$ cat config.mk
export PLATFORM = sky130hd
export DESIGN_NAME = alarm_trigger_flat
export DESIGN_NICKNAME = d
export VERILOG_FILES = /design/src/rtl/alarm_trigger_if.sv /design/src/rtl/alarm_trigger.sv /design/src/flat_wrapper.sv
export SDC_FILE = /design/constraint.sdc
export NUM_CORES = 1
export LEC_CHECK = 0
export BUFFER_PORTS_ARGS = -buffer_cell sky130_fd_sc_hd__buf_4
export CAP_MARGIN = 0
export CORE_MARGIN = 5
export CORE_UTILIZATION = 35
export DETAILED_ROUTE_END_ITERATION = 7
export PLACE_DENSITY = 0.53
export SKIP_CTS_REPAIR_TIMING = 1
export SYNTH_ARGS = -nofsm -noshare
export SYNTH_HDL_FRONTEND = slang
export SYNTH_SLANG_ARGS = --single-unit
export TNS_END_PERCENT = 5
$ cat constraint.sdc
create_clock -name clk_sys -period 2.7 [get_ports clk_sys]
set_input_delay 0.405 -clock clk_sys [delete_from_list [all_inputs] [get_ports clk_sys]]
set_output_delay 0.405 -clock clk_sys [all_outputs]
set_load 0.1 [all_outputs]
$ cat src/rtl/alarm_trigger_if.sv
// Bus between the timekeeper/user controls and the alarm trigger.
// Clock and reset remain plain ports on the alarm_trigger module.
`timescale 1ns/1ps
interface alarm_trigger_if;
  logic       tick_sec;
  logic [4:0] cur_hour;
  logic [5:0] cur_min;
  logic [5:0] cur_sec;
  logic       set_valid;
  logic [4:0] set_hour;
  logic [5:0] set_min;
  logic       alarm_en;
  logic       snooze_btn;
  logic       dismiss_btn;
  logic       reach_alarm;
  logic       ringing;
  logic       snoozing;
  logic [2:0] snooze_cnt;
  logic [4:0] alarm_hour;
  logic [5:0] alarm_min;
  logic       set_err;

  modport master (
    output tick_sec, cur_hour, cur_min, cur_sec, set_valid, set_hour, set_min,
    output alarm_en, snooze_btn, dismiss_btn,
    input  reach_alarm, ringing, snoozing, snooze_cnt, alarm_hour, alarm_min, set_err
  );

  modport slave (
    input  tick_sec, cur_hour, cur_min, cur_sec, set_valid, set_hour, set_min,
    input  alarm_en, snooze_btn, dismiss_btn,
    output reach_alarm, ringing, snoozing, snooze_cnt, alarm_hour, alarm_min, set_err
  );
endinterface

$ cat src/rtl/alarm_trigger.sv
// Alarm-match and ringing controller: compares the stored alarm time on each second tick,
// fires reach_alarm, and tracks the ring / snooze / dismiss sequence.
`timescale 1ns/1ps
module alarm_trigger #(
  parameter int unsigned RING_CYCLES = 67108864,
  parameter int unsigned SNOOZE_SEC  = 300,
  parameter int unsigned MAX_SNOOZE  = 3
) (
  input logic            clk_sys,
  input logic            rst,
  alarm_trigger_if.slave bus
);

  localparam int unsigned     RingW      = (RING_CYCLES > 1) ? $clog2(RING_CYCLES) : 1;
  localparam logic [RingW-1:0] RingLast  = RingW'(RING_CYCLES - 1);
  localparam logic [9:0]      SnoozeLoad = 10'(SNOOZE_SEC);
  localparam logic [2:0]      SnoozeMax  = 3'(MAX_SNOOZE);

  localparam logic [1:0] StIdle    = 2'd0;
  localparam logic [1:0] StArmed   = 2'd1;
  localparam logic [1:0] StRinging = 2'd2;
  localparam logic [1:0] StSnooze  = 2'd3;

  logic [1:0]       r_state,      w_state;
  logic [RingW-1:0] r_ring_cnt,   w_ring_cnt;
  logic [9:0]       r_snz_timer,  w_snz_timer;
  logic [2:0]       r_snooze_cnt, w_snooze_cnt;
  logic [4:0]       r_alarm_hour, w_alarm_hour;
  logic [5:0]       r_alarm_min,  w_alarm_min;
  logic             r_reach,      w_reach;
  logic             r_set_err,    w_set_err;

  logic w_set_ok;
  logic w_match;

  assign w_set_ok = bus.set_valid && (bus.set_hour <= 5'd23) && (bus.set_min <= 6'd59);

  // Only a tick at second zero can match, so each alarm minute fires at most once.
  assign w_match = bus.tick_sec && (bus.cur_sec == 6'd0) &&
                   (bus.cur_hour == r_alarm_hour) && (bus.cur_min == r_alarm_min);

  always_comb begin
    w_state      = r_state;
    w_ring_cnt   = r_ring_cnt;
    w_snz_timer  = r_snz_timer;
    w_snooze_cnt = r_snooze_cnt;
    w_alarm_hour = r_alarm_hour;
    w_alarm_min  = r_alarm_min;
    w_reach      = 1'b0;
    w_set_err    = bus.set_valid && !w_set_ok;

    if (w_set_ok) begin
      w_alarm_hour = bus.set_hour;
      w_alarm_min  = bus.set_min;
    end

    if (!bus.alarm_en) begin
      w_state      = StIdle;
      w_ring_cnt   = '0;
      w_snz_timer  = '0;
      w_snooze_cnt = '0;
    end else if (w_set_ok) begin
      // An accepted set aborts any ring/snooze and suppresses a same-cycle match.
      w_state     = StArmed;
      w_ring_cnt  = '0;
      w_snz_timer = '0;
    end else begin
      unique case (r_state)
        StIdle: begin
          w_state = StArmed;
        end
        StArmed: begin
          if (w_match) begin
            w_state      = StRinging;
            w_reach      = 1'b1;
            w_ring_cnt   = '0;
            w_snooze_cnt = '0;
          end
        end
        StRinging: begin
          if (bus.dismiss_btn) begin
            w_state    = StArmed;
            w_ring_cnt = '0;
          end else if (bus.snooze_btn && (r_snooze_cnt < SnoozeMax)) begin
            w_state      = StSnooze;
            w_snooze_cnt = r_snooze_cnt + 3'd1;
            w_snz_timer  = SnoozeLoad;
            w_ring_cnt   = '0;
          end else if (r_ring_cnt == RingLast) begin
            w_state    = StArmed;
            w_ring_cnt = '0;
          end else begin
            w_ring_cnt = r_ring_cnt + RingW'(1);
          end
        end
        StSnooze: begin
          if (bus.dismiss_btn) begin
            w_state     = StArmed;
            w_snz_timer = '0;
          end else if (bus.tick_sec) begin
            if (r_snz_timer <= 10'd1) begin
              w_state     = StRinging;
              w_reach     = 1'b1;
              w_ring_cnt  = '0;
              w_snz_timer = '0;
            end else begin
              w_snz_timer = r_snz_timer - 10'd1;
            end
          end
        end
        default: begin
          w_state = StIdle;
        end
      endcase
    end
  end

  always_ff @(posedge clk_sys) begin
    if (rst) begin
      r_state      <= StIdle;
      r_ring_cnt   <= '0;
      r_snz_timer  <= '0;
      r_snooze_cnt <= '0;
      r_alarm_hour <= '0;
      r_alarm_min  <= '0;
      r_reach      <= 1'b0;
      r_set_err    <= 1'b0;
    end else begin
      r_state      <= w_state;
      r_ring_cnt   <= w_ring_cnt;
      r_snz_timer  <= w_snz_timer;
      r_snooze_cnt <= w_snooze_cnt;
      r_alarm_hour <= w_alarm_hour;
      r_alarm_min  <= w_alarm_min;
      r_reach      <= w_reach;
      r_set_err    <= w_set_err;
    end
  end

  assign bus.reach_alarm = r_reach;
  assign bus.ringing     = (r_state == StRinging);
  assign bus.snoozing    = (r_state == StSnooze);
  assign bus.snooze_cnt  = r_snooze_cnt;
  assign bus.alarm_hour  = r_alarm_hour;
  assign bus.alarm_min   = r_alarm_min;
  assign bus.set_err     = r_set_err;

endmodule

$ cat src/flat_wrapper.sv
// flat-port wrapper written by rule: the top's interface ports become plain ports
module alarm_trigger_flat 
#(
  parameter int unsigned RING_CYCLES = 67108864,
  parameter int unsigned SNOOZE_SEC  = 300,
  parameter int unsigned MAX_SNOOZE  = 3
)
  (clk_sys, rst, bus_tick_sec, bus_cur_hour, bus_cur_min, bus_cur_sec, bus_set_valid, bus_set_hour, bus_set_min, bus_alarm_en, bus_snooze_btn, bus_dismiss_btn, bus_reach_alarm, bus_ringing, bus_snoozing, bus_snooze_cnt, bus_alarm_hour, bus_alarm_min, bus_set_err);
  alarm_trigger_if bus_i ();
  input logic clk_sys;
  input logic rst;
  input wire logic [$bits(bus_i.tick_sec)-1:0] bus_tick_sec;
  input wire logic [$bits(bus_i.cur_hour)-1:0] bus_cur_hour;
  input wire logic [$bits(bus_i.cur_min)-1:0] bus_cur_min;
  input wire logic [$bits(bus_i.cur_sec)-1:0] bus_cur_sec;
  input wire logic [$bits(bus_i.set_valid)-1:0] bus_set_valid;
  input wire logic [$bits(bus_i.set_hour)-1:0] bus_set_hour;
  input wire logic [$bits(bus_i.set_min)-1:0] bus_set_min;
  input wire logic [$bits(bus_i.alarm_en)-1:0] bus_alarm_en;
  input wire logic [$bits(bus_i.snooze_btn)-1:0] bus_snooze_btn;
  input wire logic [$bits(bus_i.dismiss_btn)-1:0] bus_dismiss_btn;
  output wire logic [$bits(bus_i.reach_alarm)-1:0] bus_reach_alarm;
  output wire logic [$bits(bus_i.ringing)-1:0] bus_ringing;
  output wire logic [$bits(bus_i.snoozing)-1:0] bus_snoozing;
  output wire logic [$bits(bus_i.snooze_cnt)-1:0] bus_snooze_cnt;
  output wire logic [$bits(bus_i.alarm_hour)-1:0] bus_alarm_hour;
  output wire logic [$bits(bus_i.alarm_min)-1:0] bus_alarm_min;
  output wire logic [$bits(bus_i.set_err)-1:0] bus_set_err;
  assign bus_i.tick_sec = bus_tick_sec;
  assign bus_i.cur_hour = bus_cur_hour;
  assign bus_i.cur_min = bus_cur_min;
  assign bus_i.cur_sec = bus_cur_sec;
  assign bus_i.set_valid = bus_set_valid;
  assign bus_i.set_hour = bus_set_hour;
  assign bus_i.set_min = bus_set_min;
  assign bus_i.alarm_en = bus_alarm_en;
  assign bus_i.snooze_btn = bus_snooze_btn;
  assign bus_i.dismiss_btn = bus_dismiss_btn;
  assign bus_reach_alarm = bus_i.reach_alarm;
  assign bus_ringing = bus_i.ringing;
  assign bus_snoozing = bus_i.snoozing;
  assign bus_snooze_cnt = bus_i.snooze_cnt;
  assign bus_alarm_hour = bus_i.alarm_hour;
  assign bus_alarm_min = bus_i.alarm_min;
  assign bus_set_err = bus_i.set_err;
  alarm_trigger #(.RING_CYCLES(RING_CYCLES), .SNOOZE_SEC(SNOOZE_SEC), .MAX_SNOOZE(MAX_SNOOZE)) u_core (.clk_sys(clk_sys), .rst(rst), .bus(bus_i));
endmodule
# == Word-level counts from Yosys, hierarchy flattened ==
# Index checks and enable logic that the tools add are counted.
# word_totals
output_inout_bits,18
word_cells,89
in_bits,35
n_memories,0
ramBits,0
register_bits,54
latch_bits,0
rom_bits,0
# classes
n_reduce_logical,20
magnitude_cmp,4
n_bitwise,2
multipliers,0
shift,0
eq_ne,19
mux,32
add_sub_neg,3
n_div,0
# op_table
cell,n
26-bit 2-to-1 mux,7
26-bit case mux with 3 select lines,1
10-bit 2-to-1 mux,5
26-bit by 1-bit adder with 26-bit output (second input constant),1
26-bit == test (second input constant),1
10-bit case mux with 2 select lines,1
2-bit 2-to-1 mux,7
4-bit AND reduction,3
10-bit by 1-bit <= comparator with 1-bit output (second input constant),1
5-bit AND reduction,2
10-bit by 1-bit subtractor with 10-bit output (second input constant),1
3-bit 2-to-1 mux,3
4-bit by 2-bit inequality test with 1-bit output (second input constant),2
2-bit case mux with 4 select lines,1
1-bit logical AND,7
6-bit == test,1
6-bit <= comparator (second input constant),1
6-bit zero test,1
2-bit by 1-bit inequality test with 1-bit output (second input constant),3
2-bit inequality test (second input constant),3
3-bit case mux with 2 select lines,1
5-bit == test,1
5-bit <= comparator (second input constant),1
1-bit 2-to-1 mux,5
17 further kinds,20

# == Logic depth before layout (Yosys ltp) ==
# depth
ltp_word,7
depth_mapped,9
ltp_nobuf,8

# == Least setup slack after synthesis ==
# Ideal clock, no wire load.
# synth_timing
path_type,reg2reg
from,"register u_core.r_snooze_cnt[0], in the netlist u_core.bus.snooze_cnt[0]"
to,register u_core.r_ring_cnt[13]
path_buffers,0
t_required_ps,2638
period_less_slack_ps,2617
setup_ps,62
setup_slack_ps,83
stages_incl_launch_ff,6
t_arrival_ps,2555
path_cell_list,dfxtp_1 nand2_1 a311o_1 a211o_1 or4_1 nand3_1
# synth_via
elab_chain_cells,5
# synth_lines
item,line_no,source
"start, declared",alarm_trigger.sv:27,"logic [2:0] r_snooze_cnt, w_snooze_cnt;"
"start signal, assigned",alarm_trigger.sv:132,r_snooze_cnt <= w_snooze_cnt;
3-bit by 2-bit < comparator with 1-bit output,alarm_trigger.sv:84,end else if (bus.snooze_btn && (r_snooze_cnt < SnoozeMax)) begin
1-bit logical AND,alarm_trigger.sv:84,
26-bit 2-to-1 mux,alarm_trigger.sv:84,
26-bit 2-to-1 mux,alarm_trigger.sv:81,if (bus.dismiss_btn) begin
26-bit case mux with 3 select lines,alarm_trigger.sv:68,unique case (r_state)
"end signal, assigned",alarm_trigger.sv:130,r_ring_cnt <= w_ring_cnt;
"end, declared",alarm_trigger.sv:25,"logic [RingW-1:0] r_ring_cnt, w_ring_cnt;"
# No other way between the ends.
# A chain may end at the register's enable or synchronous reset.

# == Worst setup path after layout ==
# layout_timing
from,register u_core.r_snz_timer[2]
to,register u_core.r_ring_cnt[25]
# layout_via
elab_chain_cells,3
# layout_lines
item,line_no,source
"start, declared",alarm_trigger.sv:26,"logic [9:0] r_snz_timer, w_snz_timer;"
"start signal, assigned",alarm_trigger.sv:131,r_snz_timer <= w_snz_timer;
10-bit by 1-bit <= comparator with 1-bit output,alarm_trigger.sv:101,if (r_snz_timer <= 10'd1) begin
2-bit by 1-bit inequality test with 1-bit output (no line),--,
5-bit AND reduction (no line),--,
# No other way between the ends.

==> metrics <==
outcome=complete, no violations; hold path depth=3; FF-to-FF setup slack=0.26 ns; Post-Syn Instances=350; number of global-route vias before repair=2,577; TritonCTS clock tree=built; first-pass GRT wire length=12,400 um; Die ar.=9850 um2; Area growth syn-to-layout=23.1%; RePlAce Congestion=0.802; Crit path largest cell delay=0.56 ns; power per standard cell area=437 nW/um2; RR Endpoint=u_core.r_ring_cnt[25]; R2R depth=6; Row Count=32; Detail Placement HPWL=5710 um; drt wl/cell=14.6 um; Worst VDD drop=0.213 mV; ranking of synthesized cells by area=dfxtp_1 39%, nand2_1 5.8%, a21oi_1 5.2%; FF-to-FF Start=u_core.r_snz_timer[2]; drt pass-1 iters=4; cell taking the most area after synthesis=dfxtp_1; final hold vios=0; HP Class=input pin to flip-flop; prevailing post-synth register cell=dfxtp_1; Clock Latency Late Sink=0.31 ns; number of synthesized flops with an enable pin=0; post-synthesis average cell area=7.97 um2; Total Negative Setup Slacks=0 ns; CP max-delay cell=or4_4; FF/Latch Area=1080 um2; skew final=0.00335 ns; clock root cell=clkbuf_8; global-route usage over all layers=15.3%; Worst Hold Launch=bus_set_min[1]; Port Buf Inserts=52; Fmax=410 MHz; worst-case clock buffer depth=2; kind of critical path=flip-flop to flip-flop; cells along the critical path=or4_4, nor4_4, a31o_2, o21ai_2, or4_1, a21oi_1; Final ANT Viol Nets=0; share of layout cells above drive strength 1=19.3%; WL final=7480 um; Synth top area share=38.8%; crit path max fanout=17; clk slew on worst S/H paths=0.10 ns; cts bufs inserted=5; post-synth net total=389; largest net degree at the start of global routing=18; Worst EP arrival=2.68 ns; initial antenna violation count=0; Max-slew headroom=55.5%; vias post-DR=2,739; Yosys warning count=0; Least-Margin Pin Slew=0.667 ns; Sink Count=54; Die Ht=99.3 um; Buf+Inv Stages, Crit Path=0; post-synthesis sequential area ratio=38.8%; IO Count=53; LEAKAGE=1.27 nW; startpoint types=flip-flop; Final Max Tran Viols=0; #FFs+latches synth=54; DRC Markers=0; Post-Synthesis Cell Area=2790 um2; Fill cells=793; Data required, critical path=2.94 ns; Netlist cell types=51; Multi-input gate area=1630 um2; Hold WS=0.339 ns; WHS Endpoint=u_core.bus.alarm_min[1]; CP top delay family=simple AND/OR/NAND/NOR gates; max cap viols=0; CP Capture Type=flip-flop; Async SR Flop Fraction=0%; commonest non-fill, non-tap cell in the layout=buf_4; grt ovf=0; most frequent cells in the layout=62 x buf_4, 54 x dfxtp_1, 43 x nand2_1; diode count=0; number of vias per cell=5.35; Setup Viol. Count Final=0; Die W=99.3 um; unrepaired setup endpoints after global routing=no; Total Nets Final=448; Starting Density=36.1%; crit share post-route=90.3%; Core Footprint=7730 um2; minimum clock period=2.44 ns; H-tree depth=2; Iter 0 DRT Violations=91
## cells by family (layout without fill, tap and decap cells)
logic type,Yosys count,after routing,share of synthesized area [%]
AOI/OAI and AO/OA,92,92,20.8
buffers and inverters,21,81,2.92
muxes,2,2,0.718
adders and majority gates,4,4,1.79
xor gates and xnor gates,18,18,5.65
DFF,54,54,38.8
and+or+nand+nor,159,159,29.4
## area by class of cell
| class | count | share of cell area, % |
|---|---|---|
| clock buffer | 7 | 2.51 |
| multi-input combinational | 275 | 47.4 |
| clock inverter | 1 | 0.146 |
| sequential | 54 | 31.5 |
| tap | 102 | 3.72 |
| timing repair buffer | 62 | 13.6 |
| inverter | 11 | 1.20 |
## sequential cells by signal, indices dropped and copies added (netlist names)
| signal | cells |
|---|---|
| u_core.r_ring_cnt | 26 |
| u_core.r_snz_timer | 10 |
| u_core.bus.alarm_min | 6 |
| u_core.bus.alarm_hour | 5 |
| u_core.bus.snooze_cnt | 3 |
| u_core.r_state | 2 |
| u_core.bus.reach_alarm | 1 |
| u_core.bus.set_err | 1 |
## layer usage
layer  GRT usage, %  wire (um)  vias up
li1               -          -     1408
met1           20.6       3580     1287
met2           25.4       3580       40
met3           3.58        261        4
met4           2.84         53        0
met5              0          0        -
## worst min-delay path, cell delays in order
cell,delay [ns]
buf_4,0.11
nand2_1,0.04
a21oi_1,0.05
## power breakdown
part | leakage, nW | total, mW | internal [mW] | switching, mW
logic | 0.783 | 0.209 | 0.0743 | 0.135
clock network | 0.0482 | 0.475 | 0.208 | 0.267
registers | 0.437 | 0.817 | 0.807 | 0.0103
total | 1.27 | 1.50 | 1.09 | 0.412
## cell usage after synthesis, drive strengths merged, types with 5 or more instances
| cell type | n |
|---|---|
| dfxtp | 54 |
| nand2 | 43 |
| nor2 | 36 |
| a21oi | 29 |
| o21ai | 26 |
| nand3 | 18 |
| xnor2 | 15 |
| nand4 | 13 |
| inv | 11 |
| nor3 | 10 |
| clkbuf | 8 |
| nor4 | 8 |
| o31ai | 7 |
| or4 | 7 |
| and3 | 6 |
| a211oi | 5 |
## metrics by stage
step	cell area [um2]	worst slack (ns)	utilization [%]	instances	power [mW]
6_report	3430	0.261	44.4	512	1.50
4_1_cts	3430	0.266	44.4	512	1.52
3_5_place_dp	3340	0.282	43.2	504	1.05
5_1_grt	3430	0.127	44.4	512	1.57
3_3_place_gp	3340	0.310	43.2	504	1.05
2_1_floorplan	2790	0.0828	-	350	0.963
## worst max path at each step
stage | start | end | slack, ns | cells after the start
floorplan | u_core.bus.snooze_cnt[0] | u_core.r_ring_cnt[13] | 0.08 | 5
global placement | u_core.r_snz_timer[2] | u_core.r_ring_cnt[7] | 0.31 | 6
detailed placement | u_core.r_snz_timer[2] | u_core.r_ring_cnt[13] | 0.28 | 6
CTS | u_core.r_snz_timer[2] | u_core.r_ring_cnt[25] | 0.27 | 6
global route | u_core.r_snz_timer[2] | u_core.r_ring_cnt[25] | 0.13 | 6
finish | u_core.r_snz_timer[2] | u_core.r_ring_cnt[25] | 0.26 | 6
No activity file was read; power rests on OpenSTA's default activity.
